### src/rtl/cmd_arb_bridge_pkg.sv
// Shared types and helpers for cmd_arb_bridge: FSM state encoding and the
// round-robin grant search.
package cmd_arb_bridge_pkg;

  localparam int unsigned MAX_CH  = 8;
  localparam int unsigned GRANT_W = 3;

  typedef enum logic [1:0] {
    IDLE  = 2'd0,
    ISSUE = 2'd1,
    WAIT  = 2'd2,
    RESP  = 2'd3
  } state_t;

  // First requesting channel after last, wrapping over num_ch channels.
  function automatic logic [GRANT_W-1:0] rr_next(
    input logic [MAX_CH-1:0]  req,
    input logic [GRANT_W-1:0] last,
    input int unsigned        num_ch
  );
    logic [GRANT_W-1:0] pick;
    logic               found;
    int unsigned        idx;
    pick  = last;
    found = 1'b0;
    for (int unsigned i = 1; i <= MAX_CH; i++) begin
      idx = (32'(last) + i) % num_ch;
      if (!found && (i <= num_ch) && req[idx[GRANT_W-1:0]]) begin
        pick  = idx[GRANT_W-1:0];
        found = 1'b1;
      end
    end
    return pick;
  endfunction

endpackage

### src/rtl/cmd_chan_fifo.sv
// Per-channel first-word-fall-through command buffer; writes into a full
// buffer are dropped, even when a read happens in the same cycle.
module cmd_chan_fifo #(
  parameter int unsigned WIDTH = 57,
  parameter int unsigned DEPTH = 4
) (
  input  logic             clk,
  input  logic             rst_n,
  input  logic             wr_en,
  input  logic [WIDTH-1:0] wr_data,
  input  logic             rd_en,
  output logic [WIDTH-1:0] rd_data_c,
  output logic             full,
  output logic             empty
);

  localparam int unsigned PTR_W = (DEPTH > 1) ? $clog2(DEPTH) : 1;
  localparam int unsigned CNT_W = PTR_W + 1;

  logic [WIDTH-1:0] mem [DEPTH];
  logic [PTR_W-1:0] wr_ptr;
  logic [PTR_W-1:0] rd_ptr;
  logic [CNT_W-1:0] count;
  logic [CNT_W-1:0] count_nx;
  logic             push;
  logic             pop;

  assign push = wr_en && !full;
  assign pop  = rd_en && !empty;

  always_comb begin
    count_nx = count;
    if (push && !pop) begin
      count_nx = count + CNT_W'(1);
    end else if (pop && !push) begin
      count_nx = count - CNT_W'(1);
    end
  end

  // Pointers wrap naturally because DEPTH is a power of two.
  always_ff @(posedge clk or negedge rst_n) begin
    if (!rst_n) begin
      wr_ptr <= '0;
      rd_ptr <= '0;
      count  <= '0;
      full   <= 1'b0;
      empty  <= 1'b1;
    end else begin
      if (push) wr_ptr <= wr_ptr + PTR_W'(1);
      if (pop)  rd_ptr <= rd_ptr + PTR_W'(1);
      count <= count_nx;
      full  <= (count_nx == CNT_W'(DEPTH));
      empty <= (count_nx == '0);
    end
  end

  always_ff @(posedge clk) begin
    if (push) mem[wr_ptr] <= wr_data;
  end

  assign rd_data_c = mem[rd_ptr];

endmodule

### src/rtl/cmd_arb_bridge.sv
// Multi-channel command bridge: buffers each upstream channel, arbitrates
// round-robin, runs one downstream transaction at a time and routes the ack
// back. Optional ack timeout is enabled by CMD_ARB_BRIDGE_TIMEOUT_EN.
module cmd_arb_bridge
  import cmd_arb_bridge_pkg::*;
#(
  parameter int unsigned          NUM_CH         = 2,
  parameter int unsigned          ADDR_BITS      = 24,
  parameter int unsigned          DATA_BITS      = 32,
  parameter int unsigned          FIFO_DEPTH     = 4,
  parameter int unsigned          TIMEOUT_CYCLES = 1024,
  parameter logic [DATA_BITS-1:0] ERR_DATA       = DATA_BITS'(32'hDEAD_BEEF)
) (
  input  logic                          i_sys_clk,
  input  logic                          i_sys_rst_n,
  input  logic [NUM_CH-1:0]             i_cmd_sel,
  input  logic [NUM_CH-1:0]             i_cmd_rd_wr_n,
  input  logic [NUM_CH*ADDR_BITS-1:0]   i_cmd_byte_addr,
  input  logic [NUM_CH*DATA_BITS-1:0]   i_cmd_wdata,
  output logic [NUM_CH-1:0]             o_cmd_ack,
  output logic [NUM_CH*DATA_BITS-1:0]   o_cmd_rdata,
  output logic [NUM_CH-1:0]             o_cmd_ovf,
  output logic                          o_sys_sel,
  output logic                          o_sys_rd_wr_n,
  output logic [ADDR_BITS-1:0]          o_sys_byte_addr,
  output logic [DATA_BITS-1:0]          o_sys_wdata,
  input  logic                          i_sys_ack,
  input  logic [DATA_BITS-1:0]          i_sys_rdata,
  output logic                          o_timeout,
  output logic                          o_busy
);

  typedef struct packed {
    logic                 rd_wr_n;
    logic [ADDR_BITS-1:0] addr;
    logic [DATA_BITS-1:0] wdata;
  } cmd_word_t;

  localparam int unsigned CMD_W = $bits(cmd_word_t);

  cmd_word_t            fifo_dout [NUM_CH];
  logic [NUM_CH-1:0]    fifo_full;
  logic [NUM_CH-1:0]    fifo_empty;
  logic [NUM_CH-1:0]    req;
  logic [NUM_CH-1:0]    pop;

  state_t               state_q;
  state_t               state_d;
  logic [GRANT_W-1:0]   grant_q;
  logic [GRANT_W-1:0]   grant_d;
  logic                 cmd_ld;
  cmd_word_t            cmd_d;
  logic                 sys_sel_d;
  logic                 resp_ld;
  logic [DATA_BITS-1:0] resp_data;
  logic [NUM_CH-1:0]    ack_d;
  logic                 busy_d;

`ifdef CMD_ARB_BRIDGE_TIMEOUT_EN
  localparam int unsigned TO_W = $clog2(TIMEOUT_CYCLES);
  logic [TO_W-1:0]      cnt_q;
  logic [TO_W-1:0]      cnt_d;
  logic                 timeout_d;
`endif

  // One buffer per upstream channel
  for (genvar c = 0; c < NUM_CH; c++) begin : g_ch
    logic [CMD_W-1:0] din;
    logic [CMD_W-1:0] dout;

    assign din = {i_cmd_rd_wr_n[c],
                  i_cmd_byte_addr[c*ADDR_BITS +: ADDR_BITS],
                  i_cmd_wdata[c*DATA_BITS +: DATA_BITS]};

    cmd_chan_fifo #(
      .WIDTH (CMD_W),
      .DEPTH (FIFO_DEPTH)
    ) u_fifo (
      .clk       (i_sys_clk),
      .rst_n     (i_sys_rst_n),
      .wr_en     (i_cmd_sel[c]),
      .wr_data   (din),
      .rd_en     (pop[c]),
      .rd_data_c (dout),
      .full      (fifo_full[c]),
      .empty     (fifo_empty[c])
    );

    assign fifo_dout[c] = dout;
  end

  assign req = ~fifo_empty;

  // Next-state and registered-output decode
  always_comb begin
    state_d   = state_q;
    grant_d   = grant_q;
    cmd_ld    = 1'b0;
    cmd_d     = '0;
    sys_sel_d = 1'b0;
    resp_ld   = 1'b0;
    resp_data = i_sys_rdata;
    pop       = '0;
    ack_d     = '0;
`ifdef CMD_ARB_BRIDGE_TIMEOUT_EN
    cnt_d     = '0;
    timeout_d = 1'b0;
`endif

    unique case (state_q)
      IDLE: begin
        if (|req) begin
          grant_d   = rr_next(MAX_CH'(req), grant_q, NUM_CH);
          cmd_ld    = 1'b1;
          sys_sel_d = 1'b1;
          state_d   = ISSUE;
        end
      end
      ISSUE: begin
        state_d = WAIT;
      end
      WAIT: begin
`ifdef CMD_ARB_BRIDGE_TIMEOUT_EN
        cnt_d = cnt_q + TO_W'(1);
`endif
        if (i_sys_ack) begin
          resp_ld = 1'b1;
          state_d = RESP;
        end
`ifdef CMD_ARB_BRIDGE_TIMEOUT_EN
        // An ack in the final counted cycle takes priority over the timeout.
        else if (cnt_q == TO_W'(TIMEOUT_CYCLES - 1)) begin
          resp_ld   = 1'b1;
          resp_data = ERR_DATA;
          timeout_d = 1'b1;
          state_d   = RESP;
        end
`endif
      end
      RESP: begin
        state_d = IDLE;
      end
      default: begin
        state_d = IDLE;
      end
    endcase

    for (int c = 0; c < NUM_CH; c++) begin
      pop[c]   = cmd_ld && (grant_d == GRANT_W'(c));
      ack_d[c] = resp_ld && (grant_q == GRANT_W'(c));
      if (grant_d == GRANT_W'(c)) cmd_d = fifo_dout[c];
    end

    busy_d = (state_d != IDLE);
  end

  always_ff @(posedge i_sys_clk or negedge i_sys_rst_n) begin
    if (!i_sys_rst_n) begin
      state_q         <= IDLE;
      grant_q         <= GRANT_W'(NUM_CH - 1);
      o_sys_sel       <= 1'b0;
      o_sys_rd_wr_n   <= 1'b0;
      o_sys_byte_addr <= '0;
      o_sys_wdata     <= '0;
      o_cmd_ack       <= '0;
      o_cmd_rdata     <= '0;
      o_cmd_ovf       <= '0;
      o_busy          <= 1'b0;
    end else begin
      state_q   <= state_d;
      grant_q   <= grant_d;
      o_sys_sel <= sys_sel_d;
      o_cmd_ack <= ack_d;
      o_busy    <= busy_d;
      o_cmd_ovf <= o_cmd_ovf | (i_cmd_sel & fifo_full);
      if (cmd_ld) begin
        o_sys_rd_wr_n   <= cmd_d.rd_wr_n;
        o_sys_byte_addr <= cmd_d.addr;
        o_sys_wdata     <= cmd_d.wdata;
      end
      for (int c = 0; c < NUM_CH; c++) begin
        if (ack_d[c]) o_cmd_rdata[c*DATA_BITS +: DATA_BITS] <= resp_data;
      end
    end
  end

`ifdef CMD_ARB_BRIDGE_TIMEOUT_EN
  // Counter is held at zero outside WAIT so every wait starts fresh.
  always_ff @(posedge i_sys_clk or negedge i_sys_rst_n) begin
    if (!i_sys_rst_n) begin
      cnt_q     <= '0;
      o_timeout <= 1'b0;
    end else begin
      cnt_q     <= cnt_d;
      o_timeout <= timeout_d;
    end
  end
`else
  logic unused_cfg;
  assign unused_cfg = ^{ERR_DATA, TIMEOUT_CYCLES};
  assign o_timeout  = 1'b0;
`endif

endmodule

### config.mk
export PLATFORM = sky130hd
export DESIGN_NAME = cmd_arb_bridge
export DESIGN_NICKNAME = d
export VERILOG_FILES = /design/src/rtl/cmd_arb_bridge_pkg.sv /design/src/rtl/cmd_chan_fifo.sv /design/src/rtl/cmd_arb_bridge.sv
export SDC_FILE = /design/constraint.sdc
export NUM_CORES = 1
export LEC_CHECK = 0
export ABC_AREA = 1
export BUFFER_PORTS_ARGS = -buffer_cell sky130_fd_sc_hd__buf_2
export CAP_MARGIN = 20
export CORE_ASPECT_RATIO = 0.75
export CORE_MARGIN = 3
export CORE_UTILIZATION = 58
export CTS_BUF_LIST = sky130_fd_sc_hd__clkbuf_16
export CTS_CLUSTER_SIZE = 20
export DETAILED_ROUTE_END_ITERATION = 8
export GPL_ROUTABILITY_DRIVEN = 0
export PLACE_DENSITY = 0.79
export SLEW_MARGIN = 10
export SYNTH_ARGS = -nofsm -noshare
export SYNTH_HDL_FRONTEND = slang
export SYNTH_SLANG_ARGS = --single-unit
### constraint.sdc
create_clock -name i_sys_clk -period 4.95 [get_ports i_sys_clk]
set_clock_uncertainty 0.15 [all_clocks]
set_input_delay 0.99 -clock i_sys_clk [delete_from_list [all_inputs] [get_ports i_sys_clk]]
set_output_delay 0.99 -clock i_sys_clk [all_outputs]
set_load 0.02 [all_outputs]
### Word-level counts from Yosys, hierarchy flattened

Memory sizes are Yosys's and may differ from the RTL's.
Index checks and enable logic that the tools add are counted.

| word-level totals | value |
|---|---|
| bits in writable memories | 456 |
| flip-flop bits (word level) | 150 |
| memories | 2 |
| output and inout port bits | 128 |
| bits of input ports | 151 |

| cells by class | value |
|---|---|
| order comparisons | 2 |
| mux-type cells | 28 |
| equal/unequal tests | 7 |
| reduce and logical (&&, ||, !) cells | 29 |
| bitwise gates (word level) | 3 |
| add/subtract/negate cells | 10 |

Memories:

| name | depth | width | rd ports | clocked after memory_dff | write ports | RTL line | source |
|---|---|---|---|---|---|---|---|
| g_ch[0].u_fifo.mem | 4 | 57 | 1 | 0 | 1 | cmd_chan_fifo.sv:20 | `logic [WIDTH-1:0] mem [DEPTH];` |
| g_ch[1].u_fifo.mem | 4 | 57 | 1 | 0 | 1 | cmd_chan_fifo.sv:20 |  |

Operators by type and width:

| operator | number |
|---|---|
| two-way mux 57 bit | 2 |
| two-way mux 3 bit | 8 |
| two-way mux 1 bit | 15 |
| logical AND 1 bit | 13 |
| logical NOT 3 bit | 4 |
| logical NOT 1 bit | 9 |
| adder 2 x 1 -> 2 bit (second input constant) | 4 |
| less-than comparator 1 x 4 -> 1 bit (second input constant) | 2 |
| one-hot mux 2 bit (4 select lines) | 1 |
| adder 3 x 1 -> 3 bit (second input constant) | 2 |
| == test 3 x 1 -> 1 bit (second input constant) | 2 |
| == test 3 bit (second input constant) | 2 |
| subtractor 3 x 1 -> 3 bit (second input constant) | 2 |
| == test 2 bit (second input constant) | 2 |
| two-way mux 2 bit | 2 |
| adder 1 bit (second input constant) | 2 |
| bitwise AND 2 bit | 1 |
| == test 2 x 1 -> 1 bit (second input constant) | 1 |
| logical NOT 2 bit | 1 |
| NOT 2 bit | 1 |
| bitwise OR 2 bit | 1 |
| nonzero test 2 bit | 1 |
| OR reduction 2 bit | 1 |

### Logic depth before layout (Yosys ltp)

| logic depth | value |
|---|---|
| word-level depth | 18 |
| mapped depth | 13 |

### Modules after synthesis

From an unflattened synthesis, not the netlist that was laid out.

| second synthesis, totals | value |
|---|---|
| cell total of the unflattened synthesis | 1875 |
| area total of the unflattened synthesis | 23726.5 um^2 |

By module, submodules not included:

| module | sequential area each (um^2) | instances | cells an instance | area each (um^2) |
|---|---|---|---|---|
| cmd_chan_fifo | 7073.0 | 2 | 632 | 9032.4 |
| cmd_arb_bridge | 3304.4 | 1 | 611 | 5661.7 |

### Worst setup path after synthesis

OpenSTA, ideal clock, no wires.

| timing path | value |
|---|---|
| path kind | in2reg |
| from | in i_cmd_sel[1] |
| to | mem g_ch[1].u_fifo.mem[0][0] (enable) |
| stages | 2 |
| arrival | 3.552 ns |
| path buffers | 0 |
| setup time | 0.472 ns |
| path slack | 0.776 ns |
| required time | 4.328 ns |
| cell sequence | nand2_1 > nor2_1 |

| on the way | value |
|---|---|
| cells in the longest elaborated chain, start to end | 3 |

RTL lines:

| what | RTL line | source |
|---|---|---|
| from (decl) | cmd_arb_bridge.sv:16 | `input logic [NUM_CH-1:0] i_cmd_sel,` |
| logical AND 1 bit | cmd_chan_fifo.sv:28 | `assign push = wr_en && !full;` |
| two-way mux 1 bit | cmd_chan_fifo.sv:58 | `if (push) mem[wr_ptr] <= wr_data;` |
| two-way mux 1 bit (not written as such) | cmd_chan_fifo.sv:58 |  |
| to (decl) | cmd_chan_fifo.sv:20 |  |

Every way passes these cells.

### Final worst setup path

| timing path | value |
|---|---|
| from | reg state_q[0] |
| to | reg o_sys_rd_wr_n |

| on the way | value |
|---|---|
| cells in the longest elaborated chain, start to end | 5 |

RTL lines:

| what | RTL line | source |
|---|---|---|
| from (decl) | cmd_arb_bridge.sv:47 | `state_t state_q;` |
| from (signal assigned) | cmd_arb_bridge.sv:170 | `state_q <= state_d;` |
| logical NOT 2 bit * | cmd_arb_bridge.sv:110 | `unique case (state_q)` |
| two-way mux 3 bit | cmd_arb_bridge.sv:110 |  |
| logical NOT 3 bit | cmd_arb_bridge.sv:151 | `if (grant_d == GRANT_W'(c)) cmd_d = fifo_dout[c];` |
| two-way mux 57 bit (2 in a row) | cmd_arb_bridge.sv:151 |  |
| to (signal assigned) | cmd_arb_bridge.sv:177 | `o_sys_rd_wr_n <= cmd_d.rd_wr_n;` |
| to (decl) | cmd_arb_bridge.sv:24 | `output logic o_sys_rd_wr_n,` |

Every way passes the cells marked *; elsewhere a longest branch is shown, timed or not.
A chain may end at the register's enable or synchronous reset.

==> impl_metrics.prom <==
# TYPE chip_impl_metric gauge
chip_impl_metric{name="synthArstFlopShare",unit=""} 0.2475
chip_impl_info{name="timing.critical_path.to",value="o_sys_rd_wr_n$_DFFE_PN0P_"} 1
chip_impl_info{name="hp-class",value="reg2reg"} 1
chip_impl_metric{name="p_per_area",unit="nW/um2"} 659.1
chip_impl_info{name="reg2reg_from",value="state_q[0]$_DFF_PN0_"} 1
chip_impl_metric{name="clk_latency",unit="ns"} 0.58
chip_impl_metric{name="synth.lib_cells_used.distinct",unit=""} 31
chip_impl_info{name="post-synth-top-area-cell",value="edfxtp_1"} 1
chip_impl_metric{name="grt_antenna_before_repair",unit=""} 20
chip_impl_metric{name="power.leakage",unit="uW"} 0.01057
chip_impl_info{name="netlist_top_cells_area",value="edfxtp_1, dfrtp_1, o21ai_0"} 1
chip_impl_metric{name="vias_per_cell",unit=""} 5.870
chip_impl_metric{name="average_wire_per_cell_in_the_routed_design",unit="um"} 21.26
chip_impl_info{name="most_common_cell_after_layout_fill_and_taps_aside",value="edfxtp_1"} 1
chip_impl_metric{name="post_synth_instance_area",unit="um2"} 23400
chip_impl_metric{name="cts_hold_buffers",unit=""} 0
chip_impl_metric{name="count_of_flip_flops_with_a_built_in_enable_after_synthesis",unit=""} 456
chip_impl_metric{name="cts.sinks",unit=""} 606
chip_impl_metric{name="synthDominantCellAreaShare",unit=""} 0.5852
chip_impl_metric{name="fmax",unit="MHz"} 322.6
chip_impl_metric{name="place_area",unit="um2"} 25160
chip_impl_metric{name="top_level_ports",unit=""} 279
chip_impl_metric{name="area_delta_synth_final",unit="%"} 15.28
chip_impl_metric{name="hold_viol",unit=""} 0
chip_impl_metric{name="syn_area_per_cell",unit="um2"} 12.64
chip_impl_metric{name="finalWorstPathRequiredPeriod",unit="ns"} 3.099
chip_impl_metric{name="critical_path_arrival",unit="ns"} 3.44
chip_impl_metric{name="internal-power",unit="uW"} 10940
chip_impl_metric{name="swShare",unit=""} 0.3848
chip_impl_metric{name="setup.reg_to_reg.worst_slack",unit="ns"} 1.85
chip_impl_metric{name="number_of_vias_after_detailed_routing",unit=""} 15710
chip_impl_metric{name="maximum_number_of_pins_on_one_net_before_global_route_repair",unit=""} 116
chip_impl_metric{name="die-height",unit="um"} 179.9
chip_impl_info{name="capturing_element_type_of_the_critical_path",value="flip-flop"} 1
chip_impl_metric{name="timing.final.max_slew_violations",unit=""} 0
chip_impl_metric{name="firstDrtPassIters",unit=""} 6
chip_impl_metric{name="post_layout_nonfiller_instances",unit=""} 2676
chip_impl_metric{name="post_cts.resized_instances",unit=""} 0
chip_impl_info{name="cts_tree",value="built"} 1
chip_impl_metric{name="required",unit="ns"} 5.29
chip_impl_metric{name="final.period_utilization",unit=""} 0.6261
chip_impl_metric{name="worstPathMaxFanout",unit=""} 46
chip_impl_info{name="layout_common_cells",value="edfxtp_1, o21ai_0, nor2_1"} 1
chip_impl_metric{name="vdd_ir_drop_max",unit="uV"} 364.4
chip_impl_metric{name="finish.net_count",unit=""} 2267
chip_impl_metric{name="grt_first_pass_wirelength",unit="mm"} 87.17
chip_impl_metric{name="synth_fp_nets",unit=""} 2017
chip_impl_info{name="cts.root.buffer_cell",value="clkbuf_16"} 1
chip_impl_metric{name="utilization",unit=""} 0.6803
chip_impl_info{name="worstReg2RegEnd",value="o_sys_rd_wr_n$_DFFE_PN0P_"} 1
chip_impl_metric{name="seq_power_share",unit=""} 0.418
chip_impl_metric{name="drt_iter0_drc",unit=""} 1740
chip_impl_metric{name="worst_setup_hold_path_clk_slew",unit="ns"} 0.06
chip_impl_metric{name="dieWidth",unit="um"} 237.9
chip_impl_metric{name="area_of_combinational_cells_with_multiple_inputs",unit="um2"} 5172
chip_impl_metric{name="placement.io_buffers",unit=""} 277
chip_impl_metric{name="place.detailed.hpwl",unit="mm"} 34.62
chip_impl_info{name="top_ff_cell_synth",value="edfxtp_1"} 1
chip_impl_metric{name="ff_latch_area",unit="um2"} 17460
chip_impl_info{name="run_status",value="complete, no violations"} 1
chip_impl_metric{name="worst-r2r-cell-count",unit=""} 9
chip_impl_metric{name="cts-htree-levels",unit=""} 2
chip_impl_metric{name="layout.filler_cells",unit=""} 2708
chip_impl_info{name="timing.critical_path.from",value="state_q[0]$_DFF_PN0_"} 1
chip_impl_metric{name="final_design_area_no_fill",unit="um2"} 26970
chip_impl_metric{name="effective_utilization_at_floorplan",unit=""} 0.5901
chip_impl_metric{name="drc_errors",unit=""} 0
chip_impl_metric{name="cts_made_buffers",unit=""} 55
chip_impl_metric{name="fraction_of_the_yosys_area_taken_by_sequential_cells",unit=""} 0.7458
chip_impl_metric{name="fraction_of_final_layout_cells_with_drive_strength_greater_than_1",unit=""} 0.1880
chip_impl_metric{name="globalRouteOverflowTotal",unit=""} 0
chip_impl_metric{name="antenna_violating_nets_post_route",unit=""} 0
chip_impl_metric{name="yosys_warnings",unit=""} 0
chip_impl_metric{name="core-area",unit="um2"} 39650
chip_impl_metric{name="cap_violations",unit=""} 0
chip_impl_metric{name="netlist_instances",unit=""} 1851
chip_impl_metric{name="fp-row-count",unit=""} 63
chip_impl_info{name="cp-start-kind",value="flip-flop"} 1
chip_impl_metric{name="power_switching",unit="uW"} 6841
chip_impl_metric{name="postSynthRegisterBits",unit=""} 606
chip_impl_metric{name="dpl.cell_count",unit=""} 2558
chip_impl_metric{name="worst_tran_pin_value",unit="ns"} 1.083
chip_impl_metric{name="setup_violations",unit=""} 0
chip_impl_metric{name="power.combinational.fraction",unit=""} 0.361
chip_impl_metric{name="design.die.area",unit="um2"} 42810
chip_impl_metric{name="cts_max_path_buffers",unit=""} 3
chip_impl_metric{name="first_global_vias",unit=""} 15600
chip_impl_info{name="timing.setup.critical_path_class",value="reg2reg"} 1
chip_impl_metric{name="worst_slew_margin_rel",unit=""} 0.2764
chip_impl_metric{name="wl",unit="mm"} 56.89
chip_impl_info{name="rsz_0062_raised_after_global_routing",value="false"} 1
chip_impl_metric{name="clock_power_share",unit=""} 0.221
chip_impl_metric{name="grt_util_all_layers",unit=""} 0.2610
chip_impl_metric{name="timing.setup.tns",unit="ns"} 0
chip_impl_metric{name="post_cts_buffers",unit=""} 0
==> layer usage <==
layer / track usage / routed length (um)
met1: 0.3550 / 22790
met4: 0.09801 / 1873
met3: 0.05905 / 4926
met5: 0 / 152
met2: 0.4177 / 27140
==> state kept, by name (all words and copies together), names as in the netlist, 2 cells and up <==
name and flops:
g_ch.u_fifo.rd_ptr 4, o_sys_wdata 32, g_ch.u_fifo.empty 2, g_ch.u_fifo.count 6, o_cmd_ovf 2, g_ch.u_fifo.full 2
o_cmd_ack 2, g_ch.u_fifo.wr_ptr 4, grant_q 3, o_sys_byte_addr 24, o_cmd_rdata 64, g_ch.u_fifo.mem 456
state_q 2
==> kinds of logic after synthesis <==
kind of cell,after synthesis,share of synthesized area
other cells,1,0.0001603
buf+inv,191,0.03615
fa+ha+maj,15,0.008021
xor+xnor,10,0.003743
simple gates,500,0.08336
compound gates,528,0.1228
flops,606,0.7458
==> power by group through the flow <==
stage                     Sequential (uW)  Combinational (uW)  Clock, uW
after global placement               7530                5910          0
after global routing                 7520                7060       4190
after floorplan                      7970                3790          0
after detailed placement             7580                6190          0
after CTS                            7490                6230       3980
final                                7430                6420       3930
==> worst min-delay path by stage <==
| stage | cells past startpoint | endpoint | from |
|---|---|---|---|
| floorplan | 1 | o_cmd_ovf[0]$_DFF_PN0_ | g_ch[0].u_fifo.full$_DFF_PN0_ |
| global placement | 1 | o_cmd_ovf[1]$_DFF_PN0_ | o_cmd_ovf[1]$_DFF_PN0_ |
| detailed placement | 1 | o_cmd_ovf[0]$_DFF_PN0_ | o_cmd_ovf[0]$_DFF_PN0_ |
| CTS | 1 | o_cmd_ovf[0]$_DFF_PN0_ | o_cmd_ovf[0]$_DFF_PN0_ |
| global route | 1 | o_cmd_ovf[1]$_DFF_PN0_ | o_cmd_ovf[1]$_DFF_PN0_ |
| finish | 1 | o_cmd_ovf[0]$_DFF_PN0_ | o_cmd_ovf[0]$_DFF_PN0_ |
==> cell type report <==
cell class / instances / share of cell area
tap: 520 / 0.02412
timing repair buffer: 307 / 0.06406
clock inverter: 45 / 0.009695
antenna: 12 / 0.001113
inverter: 77 / 0.01081
clock buffer: 55 / 0.05103
sequential: 606 / 0.6474
multi-input combinational: 1054 / 0.1918
==> worst max-delay path, cell delays in order, from the launching register on <==
cell	delay [ns]
dfrtp_1	0.39
inv_1	0.11
ha_1	0.30
nand2_4	0.33
o21ai_4	0.24
nand2_2	0.09
inv_2	0.69
buf_4	0.40
a22oi_1	0.12
o21ai_1	0.15
==> metrics by stage <==
step	hold slack, ns	total power (uW)	setup slack (ns)
final	0.2987	17780	1.851
after global routing	0.3276	18770	1.614
after CTS	0.3069	17700	1.885
after detailed placement	0.2938	13770	1.689
after global placement	0.2881	13440	1.732
after floorplan	0.2998	11750	0.7757
==> synthesized netlist by cell type (2+ instances only) <==
master / n
buf_1: 3
dfstp_2: 3
o22ai_1: 57
buf_4: 13
xor2_1: 10
o21ai_1: 73
nand2_1: 166
nand3_1: 15
edfxtp_1: 456
a22oi_1: 57
dfrtp_1: 147
inv_1: 72
buf_6: 5
nand4_1: 2
clkbuf_1: 59
inv_2: 5
o21ai_0: 338
a21o_1: 2
clkbuf_2: 4
nand3b_1: 2
buf_2: 30
nor2_1: 306
nand2_2: 4
ha_1: 15
Power figures use the tool's default switching activity.
